$ cat config.mk
export PLATFORM = sky130hd
export DESIGN_NAME = rtclock_pps_servo
export DESIGN_NICKNAME = d
export VERILOG_FILES = /design/src/rtl/rtclock_pps_servo.sv
export SDC_FILE = /design/constraint.sdc
export NUM_CORES = 1
export LEC_CHECK = 0
export ABC_AREA = 1
export BUFFER_PORTS_ARGS = -buffer_cell sky130_fd_sc_hd__clkbuf_2
export CAP_MARGIN = 20
export CORE_ASPECT_RATIO = 0.7
export CORE_MARGIN = 2
export CORE_UTILIZATION = 55
export CTS_BUF_LIST = sky130_fd_sc_hd__clkbuf_8
export DETAILED_ROUTE_END_ITERATION = 12
export GPL_TIMING_DRIVEN = 1
export PLACE_DENSITY = 0.74
export SYNTH_ARGS = -nofsm -noshare
export SYNTH_HDL_FRONTEND = slang
export SYNTH_SLANG_ARGS = --single-unit
$ cat constraint.sdc
create_clock -name clk -period 8.4 [get_ports clk]
set_input_delay 2.1 -clock clk [delete_from_list [all_inputs] [get_ports clk]]
set_output_delay 2.1 -clock clk [all_outputs]
set_load 0.02 [all_outputs]
$ cat src/rtl/rtclock_pps_servo.sv
// PPS servo for the rtclock: measures the PPS period in clk cycles and steers the
// per-cycle time increment (Q8.24 ns) with a clamped proportional correction.
module rtclock_pps_servo #(
  parameter int unsigned CLK_FREQ_HZ   = 156250000,
  parameter logic [31:0] NOMINAL_DELTA = 32'h06666666,
  parameter int unsigned PPS_WINDOW    = 19531,
  parameter int unsigned KP_MULT       = 11,
  parameter int unsigned GAIN_SHIFT    = 4,
  parameter logic [31:0] MAX_ADJ       = 32'h00010000,
  parameter int unsigned LOCK_TOL      = 2
) (
  input  logic        clk,
  input  logic        resetn,
  input  logic        enable,
  input  logic        pps_in,
  input  logic        delta_override_vld,
  input  logic [31:0] delta_override,
  output logic [31:0] delta_out,
  output logic        delta_valid,
  output logic [31:0] last_period,
  output logic [1:0]  servo_state,
  output logic        locked,
  output logic        pps_reject,
  output logic        pps_missing
);

  typedef enum logic [1:0] {
    S_DISABLED = 2'd0,
    S_ACQUIRE  = 2'd1,
    S_TRACK    = 2'd2,
    S_HOLDOVER = 2'd3
  } state_e;

  localparam logic [32:0] WIN_LO = 33'(CLK_FREQ_HZ) - 33'(PPS_WINDOW);
  localparam logic [32:0] WIN_HI = 33'(CLK_FREQ_HZ) + 33'(PPS_WINDOW);
  localparam logic signed [48:0] DELTA_LO = $signed({17'd0, NOMINAL_DELTA}) - $signed({17'd0, MAX_ADJ});
  localparam logic signed [48:0] DELTA_HI = $signed({17'd0, NOMINAL_DELTA}) + $signed({17'd0, MAX_ADJ});
  localparam logic signed [47:0] KP_S     = 48'(KP_MULT);

  state_e             state_q;
  logic [31:0]        cnt_q;
  logic [31:0]        delta_q;
  logic [31:0]        last_period_q;
  logic               delta_valid_q;
  logic               locked_q;
  logic               reject_q;
  logic               missing_q;
  logic               upd_q;
  logic               tol_q;
  logic               prev_tol_q;
  logic signed [47:0] adj_q;
  logic [2:0]         pps_sync_q;
  logic               edge_q;

  // Two flops resynchronise the pad; the third holds the previous level for edge detection.
  always_ff @(posedge clk or negedge resetn) begin
    if (!resetn) begin
      pps_sync_q <= '0;
      edge_q     <= 1'b0;
    end else begin
      pps_sync_q <= {pps_sync_q[1:0], pps_in};
      edge_q     <= pps_sync_q[1] & ~pps_sync_q[2];
    end
  end

  logic [32:0]        period;
  logic               in_window;
  logic               timeout;
  logic [31:0]        cnt_inc;
  logic [31:0]        err_u;
  logic [31:0]        err_abs;
  logic               in_tol;
  logic signed [47:0] err_s;
  logic signed [47:0] prod;
  logic signed [47:0] adj;
  logic signed [48:0] sum;
  logic [31:0]        delta_clamped;

  always_comb begin
    period        = {1'b0, cnt_q} + 33'd1;
    in_window     = (period >= WIN_LO) && (period <= WIN_HI);
    timeout       = (period == WIN_HI);
    cnt_inc       = (&cnt_q) ? cnt_q : cnt_q + 32'd1;
    err_u         = 32'(CLK_FREQ_HZ) - period[31:0];
    err_abs       = err_u[31] ? (~err_u + 32'd1) : err_u;
    in_tol        = err_abs <= 32'(LOCK_TOL);
    err_s         = {{16{err_u[31]}}, err_u};
    prod          = err_s * KP_S;
    adj           = prod >>> GAIN_SHIFT;
    sum           = $signed({17'd0, delta_q}) + {adj_q[47], adj_q};
    delta_clamped = sum[31:0];
    if (sum < DELTA_LO) delta_clamped = DELTA_LO[31:0];
    else if (sum > DELTA_HI) delta_clamped = DELTA_HI[31:0];
  end

  // NOTE: every state register here is assigned with <= so all of them update from
  // the same pre-edge values; blocking = would let later statements see new values.
  always_ff @(posedge clk or negedge resetn) begin
    if (!resetn) begin
      state_q       <= S_DISABLED;
      cnt_q         <= '0;
      delta_q       <= NOMINAL_DELTA;
      last_period_q <= '0;
      delta_valid_q <= 1'b0;
      locked_q      <= 1'b0;
      reject_q      <= 1'b0;
      missing_q     <= 1'b0;
      upd_q         <= 1'b0;
      tol_q         <= 1'b0;
      prev_tol_q    <= 1'b0;
      adj_q         <= '0;
    end else begin
      delta_valid_q <= 1'b0;
      reject_q      <= 1'b0;
      missing_q     <= 1'b0;
      upd_q         <= 1'b0;
      if (!enable) begin
        state_q    <= S_DISABLED;
        cnt_q      <= '0;
        locked_q   <= 1'b0;
        prev_tol_q <= 1'b0;
      end else begin
        case (state_q)
          S_DISABLED: begin
            state_q <= S_ACQUIRE;
            cnt_q   <= '0;
          end
          S_ACQUIRE, S_HOLDOVER: begin
            if (edge_q) begin
              state_q <= S_TRACK;
              cnt_q   <= '0;
            end else begin
              cnt_q <= cnt_inc;
            end
          end
          S_TRACK: begin
            if (edge_q && in_window) begin
              last_period_q <= period[31:0];
              cnt_q         <= '0;
              adj_q         <= adj;
              tol_q         <= in_tol;
              upd_q         <= 1'b1;
            end else if (edge_q) begin
              reject_q <= 1'b1;
              cnt_q    <= cnt_inc;
            end else if (timeout) begin
              missing_q  <= 1'b1;
              locked_q   <= 1'b0;
              prev_tol_q <= 1'b0;
              state_q    <= S_HOLDOVER;
              cnt_q      <= '0;
            end else begin
              cnt_q <= cnt_inc;
            end
          end
          default: state_q <= S_DISABLED;
        endcase
      end

      // A CPU override discards any update landing in the same cycle.
      if (delta_override_vld) begin
        delta_q       <= delta_override;
        delta_valid_q <= 1'b1;
      end else if (upd_q && enable) begin
        delta_q       <= delta_clamped;
        delta_valid_q <= 1'b1;
        locked_q      <= tol_q & prev_tol_q;
        prev_tol_q    <= tol_q;
      end
    end
  end

  assign delta_out   = delta_q;
  assign delta_valid = delta_valid_q;
  assign last_period = last_period_q;
  assign servo_state = state_q;
  assign locked      = locked_q;
  assign pps_reject  = reject_q;
  assign pps_missing = missing_q;

endmodule

==> impl_metrics.py <==
metrics = {
    "status": {
        "status": "finished clean",
    },
    "synth": {
        "yosys_warnings": 0,
        "async_reset_ff_share_pct": 100,
        "synth.avg_cell_area_sq_um": 6.66,
        "ys_types": 60,
        "synth_flop_cell": "dfrtp_1",
        "syn_area_sq_um": 14400,
        "syn_nets": 2331,
        "ys_seq_area_share_pct": 24.8,
        "synth-seq-cells": 142,
        "synth-edff-count": 0,
        "synth_cells": 2164,
    },
    "global_route": {
        "antenna_found_initial": 0,
        "grt_max_degree": 79,
        "gr-total-overflow": 0,
        "grt_usage_pct": 31.8,
        "first_global_vias": 13263,
        "grt_pass1_wl_um": 69300,
    },
    "placed_design": {
        "dp_hpwl_um": 34000,
        "portBuffers": 106,
        "gp_congestion": 0.956,
        "dp_slack_ps": 2710,
    },
    "floorplan": {
        "fp.dieArea_sq_um": 27500,
        "die_h_um": 139,
        "ios": 107,
        "rows": 49,
        "fp.dieW_um": 197,
        "core-area_sq_um": 25700,
        "initial_core_util_pct": 56.1,
    },
    "worst_hold_path": {
        "worstHoldStart": "pps_sync_q[0]",
        "min_path_cells": 0,
        "holdPathEnd": "pps_sync_q[1]",
        "hold_class": "reg -> reg",
    },
    "detailed_routing": {
        "vias": 14269,
        "drt_wl_total_um": 42200,
        "wl_per_cell_um": 16.2,
        "antenna_left": 0,
        "first_pass_iters": 6,
        "drtIter0Drc": 1456,
        "vias_per_cell": 5.48,
        "drc": 0,
    },
    "clock_tree": {
        "clock_path_buffers": 2,
        "cts_tree": "done",
        "clkLatencyLatePin_ps": 500,
        "numCtsBuffers": 17,
        "postCtsSetupBuffers": 0,
        "clkTransAtPathRegs_ps": 100,
        "h-tree-depth": 4,
        "cts_root_buffer": "clkbuf_8",
        "cts_hold_buf": 0,
        "cts.repair.resized": 0,
        "clock-sinks": 142,
    },
    "power": {
        "p_switching_uw": 504,
        "leakage_nw": 8.50,
        "seqPwrFrac_pct": 45.2,
        "internal-power_mw": 1.10,
        "powerDensity_nw_per_um2": 102,
        "vdd_drop_max_v": 0.0000972,
        "clkPwrFrac_pct": 39.4,
        "switching_share_pct": 31.4,
        "p_comb_share_pct": 15.4,
    },
    "sta": {
        "report.final.slew_viol_count": 0,
        "setup_slack_ps": 2570,
        "setup_viol": 0,
        "fin_crit_sh_pct": 69.4,
        "tightest_slew_ps": 1030,
        "finalHoldViolCount": 0,
        "tns_ps": 0,
        "holdWs_ps": 354,
        "rsz0062_at_grt": "false",
        "slew-limit-headroom_pct": 31.1,
        "finClkSkew_ps": 29.2,
        "finalCriticalPeriod_ps": 5830,
        "fmax_mhz": 172,
    },
    "critical_path": {
        "crit_path_top_delay_cell": "dfrtp_1",
        "start_kind": "register",
        "path_buf_inv": 2,
        "required_ps": 8830,
        "cp_common_cell": "nand2_1",
        "rrSetupSlack_ps": 2570,
        "crit_fanout": 10,
        "worstPathArrival_ps": 6260,
        "critPathTopFamily": "simple AND/OR/NAND/NOR gates",
        "worstSetupPathType": "reg -> reg",
        "worstReg2RegEnd": "adj_q[31]",
        "cp-end-kind": "register",
        "regToRegStartpoint": "cnt_q[0]",
        "slowest_delay_ps": 560,
        "r2r_cells": 34,
    },
    "layout": {
        "ff_latch_area_sq_um": 3570,
        "final_util_pct": 61.1,
        "fin_nets": 2428,
        "layout-drive-gt1-share_pct": 13.1,
        "layout_common_cells": "631 x nand2_1, 305 x inv_1, 216 x nor2_1",
        "antenna_cells": 0,
        "multi_input_comb_area_sq_um": 9430,
        "area_growth_syn_to_layout_pct": 8.86,
        "fillers": 2493,
        "layout_commonest_cell": "nand2_1",
    },
    "flow_run": {
        "drv_cap": 0,
    },
}
[cells in the mapped netlist (3+ instances only)]
library cell	count	area, sq um
a211oi_1	3	22.5
a21boi_0	7	52.6
a21oi_1	114	571
a22o_1	17	149
buf_2	6	30.0
buf_6	3	33.8
clkbuf_1	20	75.1
clkinv_1	4	15.0
dfrtp_1	128	3200
dfstp_2	14	368
fa_1	29	581
ha_1	101	1260
inv_1	304	1140
inv_2	20	75.1
mux2i_1	3	30.0
nand2_1	631	2370
nand2_2	52	325
nand2_4	14	158
nand3_1	123	616
nand3_2	7	70.1
nand3b_1	3	22.5
nand4_1	43	269
nor2_1	217	815
nor2_2	16	100
nor2_4	12	135
nor2_8	4	80.1
nor3_1	19	95.1
nor4_1	4	25.0
o2111ai_1	3	26.3
o211ai_1	4	30.0
o21a_1	7	52.6
o21ai_0	106	531
o21ai_1	13	65.1
o21bai_1	6	45.0
or2_2	4	25.0
xnor2_1	33	289
xor2_1	41	359
[sequential cells by signal (all words and copies together) (netlist names)]
signal,cells
adj_q,33
cnt_q,32
delta_out,32
last_period,32
pps_sync_q,3
servo_state,2
delta_valid,1
edge_q,1
locked,1
pps_missing,1
pps_reject,1
prev_tol_q,1
tol_q,1
upd_q,1
[per-layer routing]
metal	track usage [%]	share of wire, %	wire [um]
met1	50.0	51	21400
met2	44.1	39	16300
met3	7.54	9.9	4200
met4	5.34	0.72	306
met5	0	0	0
[power groups by stage]
stage               Sequential (mW)  Clock (mW)  Combinational (mW)
floorplan                     0.751           0               0.148
global placement              0.738           0               0.240
detailed placement            0.738           0               0.244
CTS                           0.725       0.642               0.245
global route                  0.728       0.671               0.278
finish                        0.725       0.632               0.246
[cells by family after synthesis]
logic type / synth area share, %
adder cells (fa/ha/maj): 12.8
flip-flops: 24.8
AO/OA/AOI/OAI: 11.5
buffers and inverters: 9.89
AND/OR/NAND/NOR: 35.8
multiplexers: 0.208
XOR/XNOR: 4.99
[stage by stage]
step | power [mW] | cells | instance area, sq um
2_1_floorplan | 0.899 | 2164 | 14400
4_1_cts | 1.61 | 2604 | 15700
6_report | 1.60 | 2605 | 15700
3_5_place_dp | 0.981 | 2572 | 15200
3_3_place_gp | 0.978 | 2572 | 15200
5_1_grt | 1.68 | 2605 | 15700
[worst max path at each step]
stage               startpoint         to  slack, ps  cells after the start
floorplan             cnt_q[1]  adj_q[31]       3710                     36
global placement      cnt_q[0]  adj_q[31]       2770                     34
detailed placement    cnt_q[0]  adj_q[31]       2710                     34
CTS                   cnt_q[0]  adj_q[31]       2660                     34
global route          cnt_q[0]  adj_q[31]       1940                     34
finish                cnt_q[0]  adj_q[31]       2570                     34
[area by class of cell]
cell class              count  share of cell area (%)
inverters                 329                    7.89
clock inverters            14                    1.16
well taps                 331                    2.64
flip-flops and latches    142                    22.8
multi-input cells        1659                    60.1
clock buffers              18                    1.58
repair buffers            112                    3.84
Power figures use the tool's default switching activity.
